File: src/rtl/excess3_pkg.sv
// Shared excess-3 code constants and the legality test used by the digit converter.
package excess3_pkg;

    localparam logic [3:0] E3_OFFSET = 4'd3;
    localparam logic [3:0] E3_MIN    = 4'b0011;
    localparam logic [3:0] E3_MAX    = 4'b1100;

    function automatic logic e3_is_legal(input logic [3:0] digit);
        return (digit >= E3_MIN) && (digit <= E3_MAX);
    endfunction

endpackage

File: src/rtl/excess3_digit.sv
// Combinational single-digit excess-3 to BCD conversion with illegal-code flag.
module excess3_digit
    import excess3_pkg::*;
(
    input  logic [3:0] e3,
    output logic [3:0] bcd,
    output logic       err
);

    // Illegal codes produce a clean zero digit rather than a wrapped difference.
    always_comb begin
        err = !e3_is_legal(e3);
        bcd = err ? 4'b0000 : (e3 - E3_OFFSET);
    end

endmodule

File: src/rtl/excess_3_to_bcd.sv
// Registered packed excess-3 to BCD converter with per-digit error flags,
// a sticky error bit and a saturating count of erroring words.
module excess_3_to_bcd
    import excess3_pkg::*;
#(
    parameter int DIGITS = 1,
    parameter int CNT_W  = 16
) (
    input  logic                  clk,
    input  logic                  rst_n,
    input  logic                  in_valid,
    input  logic [4*DIGITS-1:0]   a,
    input  logic                  clr_err,
    output logic [4*DIGITS-1:0]   b,
    output logic                  out_valid,
    output logic [DIGITS-1:0]     digit_err,
    output logic                  err_sticky,
    output logic [CNT_W-1:0]      err_count
);

    function automatic logic [CNT_W-1:0] sat_inc(input logic [CNT_W-1:0] v);
        return (v == {CNT_W{1'b1}}) ? v : v + CNT_W'(1);
    endfunction

    logic [4*DIGITS-1:0] bcd_p0;
    logic [DIGITS-1:0]   err_p0;
    logic                vld_p0;

    logic [4*DIGITS-1:0] b_p1;
    logic [DIGITS-1:0]   err_p1;
    logic                vld_p1;
    logic                sticky_p1;
    logic [CNT_W-1:0]    cnt_p1;

    assign vld_p0 = in_valid;

    for (genvar i = 0; i < DIGITS; i++) begin : g_digit
        excess3_digit u_digit (
            .e3  (a[4*i +: 4]),
            .bcd (bcd_p0[4*i +: 4]),
            .err (err_p0[i])
        );
    end

    // ---- stage p0 -> p1: output register, data held while no valid word ----
    always_ff @(posedge clk or negedge rst_n) begin
        if (!rst_n) begin
            vld_p1 <= 1'b0;
            b_p1   <= '0;
            err_p1 <= '0;
        end else begin
            vld_p1 <= vld_p0;
            if (vld_p0) begin
                b_p1   <= bcd_p0;
                err_p1 <= err_p0;
            end
        end
    end

    // Clear has priority over a simultaneous erroring word.
    always_ff @(posedge clk or negedge rst_n) begin
        if (!rst_n) begin
            cnt_p1    <= '0;
            sticky_p1 <= 1'b0;
        end else if (clr_err) begin
            cnt_p1    <= '0;
            sticky_p1 <= 1'b0;
        end else if (vld_p0 && (|err_p0)) begin
            cnt_p1    <= sat_inc(cnt_p1);
            sticky_p1 <= 1'b1;
        end
    end

    assign b          = b_p1;
    assign out_valid  = vld_p1;
    assign digit_err  = err_p1;
    assign err_sticky = sticky_p1;
    assign err_count  = cnt_p1;

endmodule

File: config.mk
export PLATFORM = sky130hd
export DESIGN_NAME = excess_3_to_bcd
export DESIGN_NICKNAME = d
export VERILOG_FILES = /design/src/rtl/excess3_pkg.sv /design/src/rtl/excess3_digit.sv /design/src/rtl/excess_3_to_bcd.sv
export SDC_FILE = /design/constraint.sdc
export NUM_CORES = 1
export LEC_CHECK = 0
export CAP_MARGIN = 5
export CORE_ASPECT_RATIO = 1.5
export CORE_MARGIN = 4
export CORE_UTILIZATION = 25
export CTS_CLUSTER_SIZE = 40
export DETAILED_ROUTE_END_ITERATION = 12
export PLACE_DENSITY = 0.47
export SLEW_MARGIN = 20
export SYNTH_ARGS = -nofsm -noshare
export SYNTH_HDL_FRONTEND = slang
export SYNTH_HIERARCHICAL = 1
export SYNTH_SLANG_ARGS = --single-unit
File: constraint.sdc
create_clock -name clk -period 2.25 [get_ports clk]
set_input_delay 0.675 -clock clk [delete_from_list [all_inputs] [get_ports clk]]
set_output_delay 0.675 -clock clk [all_outputs]
set_load 0.005 [all_outputs]
Word-level counts from Yosys, hierarchy flattened
Index checks and enable logic that the tools add are counted.
{"block": "word_totals", "reg_bits": 23, "input_bits": 8}
{"block": "op_classes", "addsub": 2, "order_cmp": 2, "n_eq_ne": 2, "muxes": 6, "reduce_logical": 5}
{"operator": "2-to-1 mux 16 bit", "count": 3}
{"operator": "adder 16 x 1 -> 16 bit (second input constant)", "count": 1}
{"operator": "equality test 16 bit (second input constant)", "count": 1}
{"operator": "greater-or-equal comparator 4 x 2 -> 1 bit (second input constant)", "count": 1}
{"operator": "<= comparator 4 bit (second input constant)", "count": 1}
{"operator": "2-to-1 mux 4 bit", "count": 1}
{"operator": "subtractor 4 x 2 -> 4 bit (second input constant)", "count": 1}
{"operator": "logical AND 1 bit", "count": 2}
{"operator": "2-to-1 mux 1 bit", "count": 2}
{"operator": "!= test 2 bit (second input constant)", "count": 1}
{"operator": "AND reduction 2 bit", "count": 1}
{"operator": "nonzero test 2 bit", "count": 1}
{"operator": "zero test 1 bit", "count": 1}

Longest topological paths before layout
{"block": "logic_depth", "ltp_word": 6, "ltp_mapped": 8}

Modules after synthesis
Netlist, hierarchy kept.
{"mod": "excess_3_to_bcd", "n_inst": 1, "cells_per_inst": 114, "area_each_um2": 1198.6, "seq_area_each_um2": 575.6}
{"mod": "excess3_digit", "n_inst": 1, "cells_per_inst": 18, "area_each_um2": 105.1, "seq_area_each_um2": 0.0}

Least setup slack after synthesis
Ideal clock, no wire load.
{"block": "synth_path", "path_kind": "in2reg", "startpoint": "in a[0]", "endpoint": "reg cnt_p1[9] (netlist: err_count[9])", "arrival_ns": 2.228, "setup_slack_ns": -0.056, "path_stages": 8, "cell_sequence": "inv_1 > ha_1 > and2b_1 > a21o_1 > and2_1 > nand3_1 > or4_1 > a21oi_1"}
{"block": "synth_via", "elab_chain_cells": 6, "word_cells_on_any_way": 7, "classes_between": "2 x order compare; 5 x reduce/logical"}
{"element": "from (decl)", "line_no": "excess_3_to_bcd.sv:12", "source": "input logic [4*DIGITS-1:0] a,"}
{"element": "greater-or-equal comparator 4 x 2 -> 1 bit / <= comparator 4 bit (equally long branches)", "line_no": "excess3_pkg.sv:9", "source": "return (digit >= E3_MIN) && (digit <= E3_MAX);"}
{"element": "logical AND 1 bit *", "line_no": "excess3_pkg.sv:9"}
{"element": "zero test 1 bit *", "line_no": "excess3_digit.sv:12", "source": "err = !e3_is_legal(e3);"}
{"element": "net err_p0", "line_no": "excess_3_to_bcd.sv:26", "source": "logic [DIGITS-1:0] err_p0;"}
{"element": "logical AND 1 bit *", "line_no": "excess_3_to_bcd.sv:68", "source": "end else if (vld_p0 && (|err_p0)) begin"}
{"element": "nonzero test 2 bit (no source line) *"}
{"element": "AND reduction 2 bit (no source line) *"}
{"element": "to (signal assigned)", "line_no": "excess_3_to_bcd.sv:69", "source": "cnt_p1 <= sat_inc(cnt_p1);"}
{"element": "to (decl)", "line_no": "excess_3_to_bcd.sv:33", "source": "logic [CNT_W-1:0] cnt_p1;"}
The timed path passes the listed nets; every way through them passes the cells marked *.
A chain may end at the register's enable or synchronous reset.

Worst setup path in the final report
{"block": "layout_path", "startpoint": "in a[1]", "endpoint": "reg cnt_p1[4] (netlist: err_count[4])"}
Same word-level chain as after synthesis.

==> summary by stage <==
Layout
The ratio of cells with drive above 1 in the final layout is between 20% and 30%. The finished layout holds around 250 standard cells, fillers aside. The area growth from synthesis to layout is 45.87%.

The repair_antennas step left the layout with diodes totalling 0. The final-stage net count is 191. The library cell used most frequently in the layout, excluding fill and tap cells, is sky130_fd_sc_hd__clkdlybuf4s50_1. In the layout the commonest cells are 26 x sky130_fd_sc_hd__clkdlybuf4s50_1, 23 x sky130_fd_sc_hd__dfrtp_1, 15 x sky130_fd_sc_hd__buf_4. Fill cells in the final layout number around 510.

Critical path
Counting cells, the worst reg-to-reg path comes to 5. The worst register-to-register path begins at err_count[0]$_DFFE_PN0P_. Counting buffers and inverters, the worst setup path is 10 cells deep. For the worst setup path, the data required time is 2.45 ns. The worst setup path is launched from an input port. The critical path ends at err_count[4]$_DFFE_PN0P_. The arrival time of data at the critical path endpoint is about 2.4 ns. Along the worst path, the maximum fanout reaches 6.

The startpoint of the worst setup timing path is a[1]. The maximum cell stage delay along the critical path is approximately 0.33 ns. The worst reg-to-reg setup slack is 0.30 ns.

The worst setup path category is input port to flip-flop. The element type at the critical path end is a flip-flop. The cell family contributing the most delay on the critical path is simple AND/OR/NAND/NOR gates. Walking the worst path, the cells encountered are clkdlybuf4s15_1 -> inv_1 -> ha_2 -> and2b_1 -> a21o_1 -> and2_4 -> o41ai_4 -> buf_4 -> or3_1 -> a21oi_1.

The cell with the largest stage delay on the worst path is sky130_fd_sc_hd__or3_1. The critical register-to-register path endpoint is err_count[14]$_DFFE_PN0P_. The number of buffers and inverters on the critical path is 3.

Pwr
In this run the power density over the cells is roughly 440 nW/um^2. The peak ir drop on the vdd network is 272.6 uV. The static leakage is 0.0008013 uW.

GRT
The global-route congestion overflow total is 0. Entering global routing, the biggest net connects 24 pins. Global routing used 11.46% of the available tracks. The number of antenna violations at the first check in global routing is 0.

The first global-routing pass estimated 5630 microns of wire. The via count of the first global-routing pass was ~1200.

Place
Once detailed placement completed, the half-perimeter wirelength came to around 2600 microns. Buffers placed on the I/O ports in this run total 30. The congestion estimate from routability-driven global placement came to approximately 0.84. After detailed placement, the design holds a cell count of 238.

CTS
The number of hold buffers added after CTS was 0. TritonCTS built the clock tree. The tree is rooted in a sky130_fd_sc_hd__clkbuf_8. The number of buffers created by CTS is 3. The maximum buffer depth of the clock tree is 2.

After clock tree synthesis, the clock-pin slew on the worst setup and hold paths is 0.08 ns. The total number of H-tree levels is 1. The clock reaches the later pin of the worst-skew pair after between 0.2 and 0.3 ns. For this design, the sink count on the clock tree is 23.

Floorplanning
The initial standard-cell utilization of the core is about a quarter. Measured along the y axis, the die boundary spans around 96 microns. The floorplan has 31 rows. After floorplanning, the core was sized to cover slightly below 5000 sq um. The area enclosed by the die boundary is around 6500 sq um.

For this design the top-level I/O count stands at 31. The width of the die is 66.97 microns.

Synth
The register area share after synthesis is 44.15%. The number of nets in the synthesized netlist is about 140. The area share of xor/xnor cells in the synthesized design is 0.6718%. The area fraction in compound gates after synthesis is between 10% and 20%.

The synthesized design contains 23 register bits. The main flop type after synthesis is sky130_fd_sc_hd__dfrtp_1. By area the synthesized netlist is led by sky130_fd_sc_hd__dfrtp_1 44%, sky130_fd_sc_hd__a21oi_1 3.8%, sky130_fd_sc_hd__mux2_1 3.5%. Counting distinct cell types in the post-synthesis netlist gives 39. The number of synthesized flops with an enable pin is 0. Counting every instance in the synthesized netlist gives 132.

The async set or reset register ratio after synthesis is 100.0%. Measured against the total synthesized area, the mux share comes to 7.678%. The synthesized design devotes to its leading area cell type between 40% and 50% of total area. The combinational family with the most area after synthesis is simple AND/OR/NAND/NOR gates. Summing every instance area after synthesis gives ~1300 sq um. The simple-gate share of the synthesized area is slightly below 30%. The arithmetic-cell share of the synthesized area counting full adders, half adders and majority gates is about 2.9%. The average instance in the mapped netlist occupies ~10 sq um. Of all cell types, the one taking the most synthesized area is sky130_fd_sc_hd__dfrtp_1. For this run, the number of Yosys warnings is 6.

STA
The hold violation total from the final report is 0. For the pin with the worst max-slew slack, the measured transition is slightly below 0.5 ns. The smallest clock period supported by the final layout is computed as 2.165 ns. The maximum clock rate is around 460 MHz.

The final critical path takes up between 90% and 100% of the cycle. After routing, the total negative slack on setup checks comes to 0 ns. Setup violations remaining at the end of the flow were counted as 0. For the final database, setup skew stands at about 0.0023 ns.

The max-slew headroom at the worst pin is 67.30%. The number of max-slew violations in the final report is 0.

Routing
The post-route antenna net violation count is 0. The violation count after the first detailed-routing iteration is 47. The final layout contains routed wiring with a total length of 3365 microns.

The number of vias in the routed layout is between 1000 and 1500. The first TritonRoute pass finished after 4 iterations. The vias per cell is 4.857. After detailed routing, the number of remaining DRC violations is 0.

The routed wire length per instance is 13.73 microns.

Hold path
The path class of the tightest hold or removal check is flip-flop to flip-flop.

Flow run
The max capacitance violation total is 0.

Status
The flow ran to the end, and the final reports show no timing, DRC or antenna violations.
final cells by class:
class                   instances  area [sq um]  share of cell area [%]
clock buffers                   3         41.29                   2.171
flip-flops and latches         23         575.6                   30.26
multi-input cells             100         750.7                   39.47
clock inverters                 1         5.005                  0.2632
well taps                      66         82.58                   4.342
repair buffers                 46         424.2                   22.30
inverters                       6         22.52                   1.184
cells in the mapped netlist (2+ instances only):
cell type                  number
sky130_fd_sc_hd__dfrtp_1       23
sky130_fd_sc_hd__nor2_1        12
sky130_fd_sc_hd__a21oi_1       10
sky130_fd_sc_hd__nand2_1        9
sky130_fd_sc_hd__nand3_1        7
sky130_fd_sc_hd__inv_1          6
sky130_fd_sc_hd__o31ai_1        6
sky130_fd_sc_hd__or4_1          6
sky130_fd_sc_hd__mux2_1         4
sky130_fd_sc_hd__mux2_2         4
sky130_fd_sc_hd__nor2b_1        4
sky130_fd_sc_hd__nor4_1         4
sky130_fd_sc_hd__or3_1          4
sky130_fd_sc_hd__ha_1           3
sky130_fd_sc_hd__o21ai_0        3
sky130_fd_sc_hd__clkbuf_1       2
sky130_fd_sc_hd__nand4_2        2
sky130_fd_sc_hd__o21ai_1        2
layer usage:
| layer | global-route usage [%] | vias to the layer above | share of wire, % |
|---|---|---|---|
| met5 | 0 | - | 0 |
| met2 | 21.03 | 26 | 54 |
| li1 | - | 584 | - |
| met1 | 12.33 | 572 | 40 |
| met4 | 7.107 | 0 | 3.2 |
| met3 | 1.157 | 8 | 3.2 |
flip-flops by register name, summed over array words and instances, names as in the netlist:
signal	flops
err_count	16
b	4
digit_err	1
err_sticky	1
out_valid	1
power by group:
part | total [uW] | switching, uW | internal [uW]
sequential | 436 | 8.15 | 427
clock | 261 | 137 | 124
combinational | 131 | 56.4 | 74.3
worst min-delay path: stages (launching register included):
cell	delay, ns
sky130_fd_sc_hd__dfrtp_1	0.35
sky130_fd_sc_hd__nor2_1	0.05
sky130_fd_sc_hd__nor2_1	0.07
worst min path at each step:
stage	end	cells past startpoint	startpoint	slack (ns)
4_1_cts	err_sticky$_DFFE_PN0P_	2	err_sticky$_DFFE_PN0P_	0.51
2_1_floorplan	b[0]$_DFFE_PN0P_	0	rst_n	0.38
3_3_place_gp	b[1]$_DFFE_PN0P_	1	b[1]$_DFFE_PN0P_	0.50
5_1_grt	b[2]$_DFFE_PN0P_	1	b[2]$_DFFE_PN0P_	0.54
3_5_place_dp	err_sticky$_DFFE_PN0P_	2	err_sticky$_DFFE_PN0P_	0.49
6_report	err_sticky$_DFFE_PN0P_	2	err_sticky$_DFFE_PN0P_	0.51
kinds of logic after synthesis:
family,count (synthesis)
adders and majority gates,3
buffers and inverters,9
and+or+nand+nor,62
AOI/OAI and AO/OA,25
muxes,9
xor gates and xnor gates,1
DFF,23
timing repair:
action,in CTS,in global routing
endpoints found under the setup margin,14,12
cloned,0,0
buffers inserted,3,1
gates resized for setup,10,9
pin swaps,10,2
stage by stage:
| step | area (sq um) | worst slack, ns | hold slack, ns | power [uW] | utilization [%] |
|---|---|---|---|---|---|
| 4_1_cts | 1877 | 0.01038 | 0.5072 | 840.9 | 38.10 |
| 6_report | 1902 | 0.08461 | 0.5052 | 827.4 | 38.61 |
| 3_3_place_gp | 1774 | -0.5797 | 0.4977 | 566.9 | 36.02 |
| 5_1_grt | 1902 | -0.00009148 | 0.5425 | 873.7 | 38.61 |
| 3_5_place_dp | 1774 | -0.6375 | 0.4902 | 570.2 | 36.02 |
| 2_1_floorplan | 1306 | 0.01241 | 0.3794 | 488.7 | - |
Note: power is estimated with default switching activity, not from simulation.
